File: config.mk
export PLATFORM = sky130hd
export DESIGN_NAME = dmem_arbiter
export DESIGN_NICKNAME = d
export VERILOG_FILES = /design/src/rtl/dmem_arbiter.sv
export SDC_FILE = /design/constraint.sdc
export NUM_CORES = 1
export LEC_CHECK = 0
export CORE_MARGIN = 4
export CORE_UTILIZATION = 35
export DETAILED_ROUTE_END_ITERATION = 10
export PLACE_DENSITY = 0.81
export SETUP_SLACK_MARGIN = 0.1
export SLEW_MARGIN = 40
export SYNTH_ARGS = -nofsm -noshare
export SYNTH_HDL_FRONTEND = slang
export SYNTH_SLANG_ARGS = --single-unit
File: constraint.sdc
create_clock -name CLK -period 1.4 [get_ports CLK]
set_clock_uncertainty 0.05 [all_clocks]
set_input_delay 0.21 -clock CLK [delete_from_list [all_inputs] [get_ports CLK]]
set_output_delay 0.21 -clock CLK [all_outputs]
set_load 0.05 [all_outputs]
File: src/rtl/dmem_arbiter.sv
// Two-requester arbiter (core, host) for the single-port 256x8 data memory.
// Optional stall counters are enabled with `define DMEM_ARB_STATS_EN.
module dmem_arbiter #(
  parameter int AW         = 8,
  parameter int DW         = 8,
  parameter int MEM_RD_LAT = 1
) (
  input  logic          CLK,
  input  logic          Reset_n,
  // Handshake: a request is accepted in the cycle where req & gnt; the
  // requester holds req and its fields stable until then (no skid buffer here).
  input  logic          core_req,
  input  logic          core_we,
  input  logic [AW-1:0] core_addr,
  input  logic [DW-1:0] core_wdata,
  output logic          core_gnt,
  output logic          core_stall,
  output logic          core_rvalid,
  output logic [DW-1:0] core_rdata,
  input  logic          host_req,
  input  logic          host_we,
  input  logic [AW-1:0] host_addr,
  input  logic [DW-1:0] host_wdata,
  input  logic          host_lock,
  output logic          host_gnt,
  output logic          host_rvalid,
  output logic [DW-1:0] host_rdata,
  output logic          mem_en,
  output logic          mem_we,
  output logic [AW-1:0] mem_addr,
  output logic [DW-1:0] mem_wdata,
  input  logic [DW-1:0] mem_rdata,
  output logic [1:0]    state_dbg
`ifdef DMEM_ARB_STATS_EN
  ,
  output logic [15:0]   core_stall_cnt,
  output logic [15:0]   host_stall_cnt
`endif
);

  generate
    if (MEM_RD_LAT != 1) begin : g_lat_check
      $error("dmem_arbiter supports MEM_RD_LAT == 1 only");
    end
  endgenerate

  typedef enum logic [1:0] {
    LAST_CORE  = 2'd0,
    LAST_HOST  = 2'd1,
    HOST_OWNED = 2'd2
  } arb_state_t;

  arb_state_t    state;
  logic          core_pend;
  logic          host_pend;
  logic [DW-1:0] core_rdata_q;
  logic [DW-1:0] host_rdata_q;
  logic          host_stall;

  // The last winner loses the next conflict; HOST_OWNED locks the core out.
  always_comb begin
    core_gnt = 1'b0;
    host_gnt = 1'b0;
    case (state)
      LAST_CORE: begin
        host_gnt = host_req;
        core_gnt = core_req & ~host_req;
      end
      LAST_HOST: begin
        core_gnt = core_req;
        host_gnt = host_req & ~core_req;
      end
      HOST_OWNED: begin
        host_gnt = host_req;
        core_gnt = 1'b0;
      end
      default: begin
        core_gnt = 1'b0;
        host_gnt = 1'b0;
      end
    endcase
  end

  always_comb begin
    mem_we    = 1'b0;
    mem_addr  = '0;
    mem_wdata = '0;
    if (host_gnt) begin
      mem_we    = host_we;
      mem_addr  = host_addr;
      mem_wdata = host_wdata;
    end else if (core_gnt) begin
      mem_we    = core_we;
      mem_addr  = core_addr;
      mem_wdata = core_wdata;
    end
  end

  assign mem_en     = core_gnt | host_gnt;
  assign core_stall = core_req & ~core_gnt;
  assign host_stall = host_req & ~host_gnt;
  assign state_dbg  = state;

  always_ff @(posedge CLK) begin
    if (!Reset_n) begin
      state        <= LAST_CORE;
      core_pend    <= 1'b0;
      host_pend    <= 1'b0;
      core_rdata_q <= '0;
      host_rdata_q <= '0;
    end else begin
      if (host_gnt && host_lock)
        state <= HOST_OWNED;
      else if (state == HOST_OWNED && !host_lock)
        state <= LAST_HOST;
      else if (host_gnt)
        state <= LAST_HOST;
      else if (core_gnt)
        state <= LAST_CORE;
      core_pend <= core_gnt & ~core_we;
      host_pend <= host_gnt & ~host_we;
      if (core_pend) core_rdata_q <= mem_rdata;
      if (host_pend) host_rdata_q <= mem_rdata;
    end
  end

  // Read data is passed straight through in the return cycle, then held.
  assign core_rvalid = core_pend;
  assign host_rvalid = host_pend;
  assign core_rdata  = core_pend ? mem_rdata : core_rdata_q;
  assign host_rdata  = host_pend ? mem_rdata : host_rdata_q;

`ifdef DMEM_ARB_STATS_EN
  logic [15:0] core_stall_q;
  logic [15:0] host_stall_q;

  always_ff @(posedge CLK) begin
    if (!Reset_n) begin
      core_stall_q <= '0;
      host_stall_q <= '0;
    end else begin
      if (core_stall && core_stall_q != 16'hFFFF) core_stall_q <= core_stall_q + 16'd1;
      if (host_stall && host_stall_q != 16'hFFFF) host_stall_q <= host_stall_q + 16'd1;
    end
  end

  assign core_stall_cnt = core_stall_q;
  assign host_stall_cnt = host_stall_q;
`else
  logic unused_host_stall;
  assign unused_host_stall = host_stall;
`endif

endmodule

==> impl_metrics.tcl, run 1 <==
set metrics [dict create \
    status "complete, but fails checks" \
    violations "negative setup slack" \
    totalWireLength_um 6610 \
    layout.nets 286 \
    ys_ff_latch 20 \
    ios 88 \
    instances_no_fill 284 \
    hold_path_class "in2reg" \
    synthesis.area_sq_um 1270 \
    portBuffers 87 \
    rsz0062_at_grt "true" \
    die_area_sq_um 4660 \
    cts_buffer_depth 2 \
    hold_viol 0 \
    cts_tree "done" \
    routedWlPerCell_um 23.3 \
    pre_cts_slack_ns -0.411 \
    use_met2_pct 52.0 \
    syn_avg_cell_area_sq_um 9.64 \
    seq_area_sq_um 415 \
    post-route-util_pct 90.0 \
    gp_congestion 0.805 \
    multi_input_area_sq_um 1060 \
    floorplan.initialDensity_pct 37.3 \
    drt-pass1-iter-count 4 \
    hold_buffers 0 \
    yosysWarnings 0 \
    antenna_found_initial 0 \
    viasPerCell 5.32 \
    nFillCells 124 \
    synth_top_area_share_pct 31.5 \
    synth_edf_count 0 \
    p_per_area_nw_per_um2 688 \
    synth_area_leader_cell "dfxtp_1" \
    yosys.cell_count.top_type "dfxtp_1" \
    fin_setup_tns_ns -9.43 \
    insertion_delay_ns 0.32 \
    rows 21 \
    crit_family "buffers and inverters" \
    drc 0 \
    grt_remaining_overflow 0 \
    fin_ws_ns -0.383 \
    ys.flop_type "dfxtp_1" \
    clockRootBuffer "clkbuf_4" \
    grt_pass1_wl_um 8200 \
    synth.distinct_cells 25 \
    grtUsageTotal_pct 24.6 \
    use_met1_pct 22.5 \
    crit_type "reg2out" \
    fin_crit_sh_pct 127 \
    ir_drop_v 0.000388 \
    synth_nets 179 \
    post-route-min-period_ns 1.78 \
    cp.required_ns 1.14 \
    power.leakage_uw 0.00128 \
    ant_nets 0 \
    clock.fmax_ghz 0.561 \
    cpPeakStageDelay_ns 0.37 \
    cts-buffers-inserted 3 \
    synthCells 132 \
    synth-async-reset-ratio_pct 0 \
    cp_num_buf_inv 2 \
    critPathArrivalTime_ns 1.52 \
    startpoint_type "register" \
    cts_num_sinks 20 \
    hold_slack_ns 0.505 \
    clk_pin_slew_ns 0.11 \
    worstPathCellList "nand2b_4, clkbuf_16, o32ai_4, buf_6" \
    ys_top_cells_by_area "dfxtp_1, mux2_2, o32ai_2" \
    drive_above_1_share_pct 50.4 \
    coreArea_sq_um 3420 \
    gr-max-usage-layer "met2" \
    h-tree-depth 1 \
    vias 1510 \
    met3_usage_pct 4.27 \
    end_kind "output pin" \
    dp_cells 266 \
    hpwl_um 3710 \
    slew_headroom_pct 70.6 \
    drt_iter0_markers 106 \
    area_delta_synth_final_pct 142 \
    die_y_um 68.3 \
    n_antenna_cell 0 \
    finalMaxSlewViolations 0 \
    die_w_um 68.3 \
    cp_max_fo 9 \
    final-setup-viol-count 37 \
    first_global_vias 1550 \
    cap_violations 0 \
    worst_pin_slew_ns 0.436 \
    ys_seq_area_share_pct 31.5 \
    grt_max_degree 24 \
    ys_top_cells_by_count "dfxtp_1, inv_1, nand2_1" \
    slowest_stage "dfxtp_4" \
]
through the flow:
step,area (sq um),total power [uW]
CTS,3000,2030
global placement,2760,1660
global route,3080,2180
floorplan,1650,1260
finish,3080,2120
detailed placement,2760,1680
cells in the final DEF, fill, tap and decap left out, types with 2 or more instances in the layout:
cell and n:
mux2_4 16, clkbuf_16 2, nand2_1 17, buf_4 13, clkbuf_4 3, inv_1 17, buf_6 27, dfxtp_4 4
nor2b_4 2, dlygate4sd2_1 2, buf_12 25, dfxtp_1 16, and2_1 16, o32ai_4 17, clkdlybuf4s50_1 44
state kept, by name (all words and copies together) (netlist names):
register	flops
core_rvalid	1
core_rdata_q	8
host_rvalid	1
state_dbg	2
host_rdata_q	8
logic make-up after synthesis:
group,share of synthesized area (%)
and+or+nand+nor,18.2
buffers and inverters,13.1
AOI/OAI and AO/OA,23.1
DFF,31.5
muxes,14.2
timing repair:
item	CTS	global route
gates cloned	1	2
pin swaps	3	6
endpoints found under the setup margin	37	38
buffers inserted	8	4
gates resized for setup	36	2
final timing paths:
path         cells after the start       startpoint  slack [ns]               to
min                              3         host_req        0.50      host_rvalid
max reg2reg                      3     state_dbg[1]        0.06      core_rvalid
max                              4     state_dbg[1]       -0.38      mem_addr[4]
min reg2reg                      2  core_rdata_q[7]        0.58  core_rdata_q[7]
power by group:
group	total [uW]	internal, uW	switching (uW)
Clock	296	105	191
Combinational	1220	587	636
Sequential	597	585	12.7
per-layer routing:
layer  vias to the layer above  routed length (um)
met4                         0                 311
li1                        667                   -
met1                       734                2190
met3                        24                 392
met5                         -                   0
met2                        85                3710
worst min-delay path, cell delays in order:
cell	delay (ns)
dlygate4sd2_1	0.28
buf_6	0.19
nor4bb_4	0.17
cell type report:
| class | instances | area share (%) |
|---|---|---|
| Inverter | 17 | 2.07 |
| Sequential cell | 20 | 13.5 |
| Tap cell | 46 | 1.87 |
| Clock buffer | 3 | 0.732 |
| Timing Repair Buffer | 115 | 47.2 |
| Multi-Input combinational cell | 82 | 34.5 |
| Clock inverter | 1 | 0.122 |
No activity file was read; power rests on OpenSTA's default activity.
==> run 2, diff against run 1 <==
Settings changed: CORE_MARGIN 4 to 1.
==> run 2 against run 1 <==
Against the previous run: design area grew 1.7%; critical path depth unchanged; highest routed layer unchanged; register-to-register slack got worse by 0.10 ns; the flow still finishes with violations (negative setup slack); setup slack lost 0.032 ns; clock power rose by 67%; sequential cell count unchanged.
==> impl_metrics.tcl, run 2 (same netlist as run 1, synthesis figures left out) <==
set metrics [dict create \
    insertion_delay_ns 0.32 \
    area_delta_synth_final_pct 146 \
    cp.required_ns 1.14 \
    post-route-util_pct 91.6 \
    pre_cts_slack_ns -0.419 \
    end_kind "output pin" \
    fin_crit_sh_pct 130 \
    cap_violations 0 \
    drc 0 \
    totalWireLength_um 6200 \
    cp_max_fo 5 \
    slowest_stage "dfxtp_4" \
    crit_type "reg2out" \
    cts_buffer_depth 2 \
    grt_pass1_wl_um 8930 \
    ant_nets 0 \
    n_antenna_cell 0 \
    clock.fmax_ghz 0.551 \
    worstPathCellList "nand2b_4, clkbuf_16, o32ai_4, buf_6" \
    status "complete, but fails checks" \
    die_area_sq_um 3880 \
    cts_tree "done" \
    coreArea_sq_um 3420 \
    hold_path_class "in2reg" \
    mostFrequentLayoutCell "clkdlybuf4s50_1" \
    startpoint_type "register" \
    critPathArrivalTime_ns 1.56 \
    die_y_um 62.3 \
    drt_iter0_markers 58 \
    fin_ws_ns -0.415 \
    grtUsageTotal_pct 30.0 \
    routedWlPerCell_um 21.6 \
    rsz0062_at_grt "true" \
    first_global_vias 1673 \
    final-setup-viol-count 39 \
    gp_congestion 0.743 \
    cpPeakStageDelay_ns 0.39 \
    p_per_area_nw_per_um2 738 \
    clk_pin_slew_ns 0.14 \
    grt_remaining_overflow 0 \
    clockRootBuffer "clkbuf_4" \
    violations "negative setup slack" \
    layout.nets 289 \
    drt-pass1-iter-count 4 \
    portBuffers 87 \
    drive_above_1_share_pct 51.5 \
    slew_headroom_pct 64.6 \
    grt_max_degree 24 \
    viasPerCell 5.21 \
    worst_pin_slew_ns 0.524 \
    cts_num_sinks 20 \
    ios 88 \
    final_cell_mix "clkdlybuf4s50_1, buf_6, buf_12" \
    vias 1496 \
    hpwl_um 3360 \
    h-tree-depth 1 \
    cts-buffers-inserted 3 \
    finalMaxSlewViolations 0 \
    hold_viol 0 \
    antenna_found_initial 0 \
    rows 21 \
    floorplan.initialDensity_pct 37.3 \
    post-route-min-period_ns 1.82 \
    power.leakage_uw 0.00131 \
    ir_drop_v 0.000596 \
    die_w_um 62.3 \
]
run 2: power by group:
part	leakage [uW]	switching (uW)	internal (uW)
combinational	0.00112	623	591
clock	0.0000279	205	289
sequential	0.000165	14.5	585
run 2: path summary, 6_finish.rpt:
check | endpoint | startpoint | slack (ns) | cells after the start
setup / recovery | mem_wdata[1] | state_dbg[1] | -0.42 | 4
hold / removal | host_rvalid | host_we | 0.52 | 3
setup reg to reg | core_rvalid | state_dbg[1] | -0.04 | 3
hold reg to reg | host_rdata_q[4] | host_rdata_q[4] | 0.59 | 2
run 2: metal layers:
layer / global-route usage, % / up-vias / part of all wire, %
met2: 59.3 / 75 / 55
met4: 10.8 / 0 / 2.4
li1: - / 673 / -
met1: 31.3 / 736 / 38
met3: 4.78 / 12 / 4.8
met5: 0 / - / 0
run 2: final cells by class:
| cell class | instances | area (sq um) |
|---|---|---|
| well taps | 46 | 57.6 |
| fillers | 119 | 288 |
| multi-input cells | 82 | 1050 |
| inverters | 17 | 63.8 |
| flip-flops and latches | 20 | 415 |
| clock buffers | 3 | 22.5 |
| clock inverters | 1 | 30.0 |
| repair buffers | 118 | 1480 |
run 2: what timing repair did:
| item | 4_1_cts | 5_1_grt |
|---|---|---|
| hold buffers | 0 | 0 |
| pin swaps | 1 | 6 |
| gates resized for setup | 35 | 4 |
| endpoints found under the setup margin | 38 | 41 |
| setup buffers | 10 | 7 |
| cloned | 1 | 2 |
run 2: stage by stage:
step                TNS, ns  power [uW]  hold slack (ns)  std cells  cell area [sq um]
floorplan             -5.13        1260            0.221        132               1650
global placement      -7.13        1650            0.531        266               2760
detailed placement    -7.94        1670            0.540        266               2760
CTS                   -8.73        2240            0.503        281               3040
global route         -11.46        2380            0.515        287               3130
finish                -9.93        2310            0.516        287               3130
run 2: critical path, delay by kind of cell (launching register included):
kind / cells / cell delay, ns
flip-flops: 1 / 0.39
AND/OR/NAND/NOR: 1 / 0.18
buffers and inverters: 2 / 0.39
AO/OA/AOI/OAI: 1 / 0.28
==> run 3, diff against run 2 <==
Settings changed: CAP_MARGIN from default to 25.
==> results of run 3 <==
Final layout, timing and power as in run 2 (identical DEF).
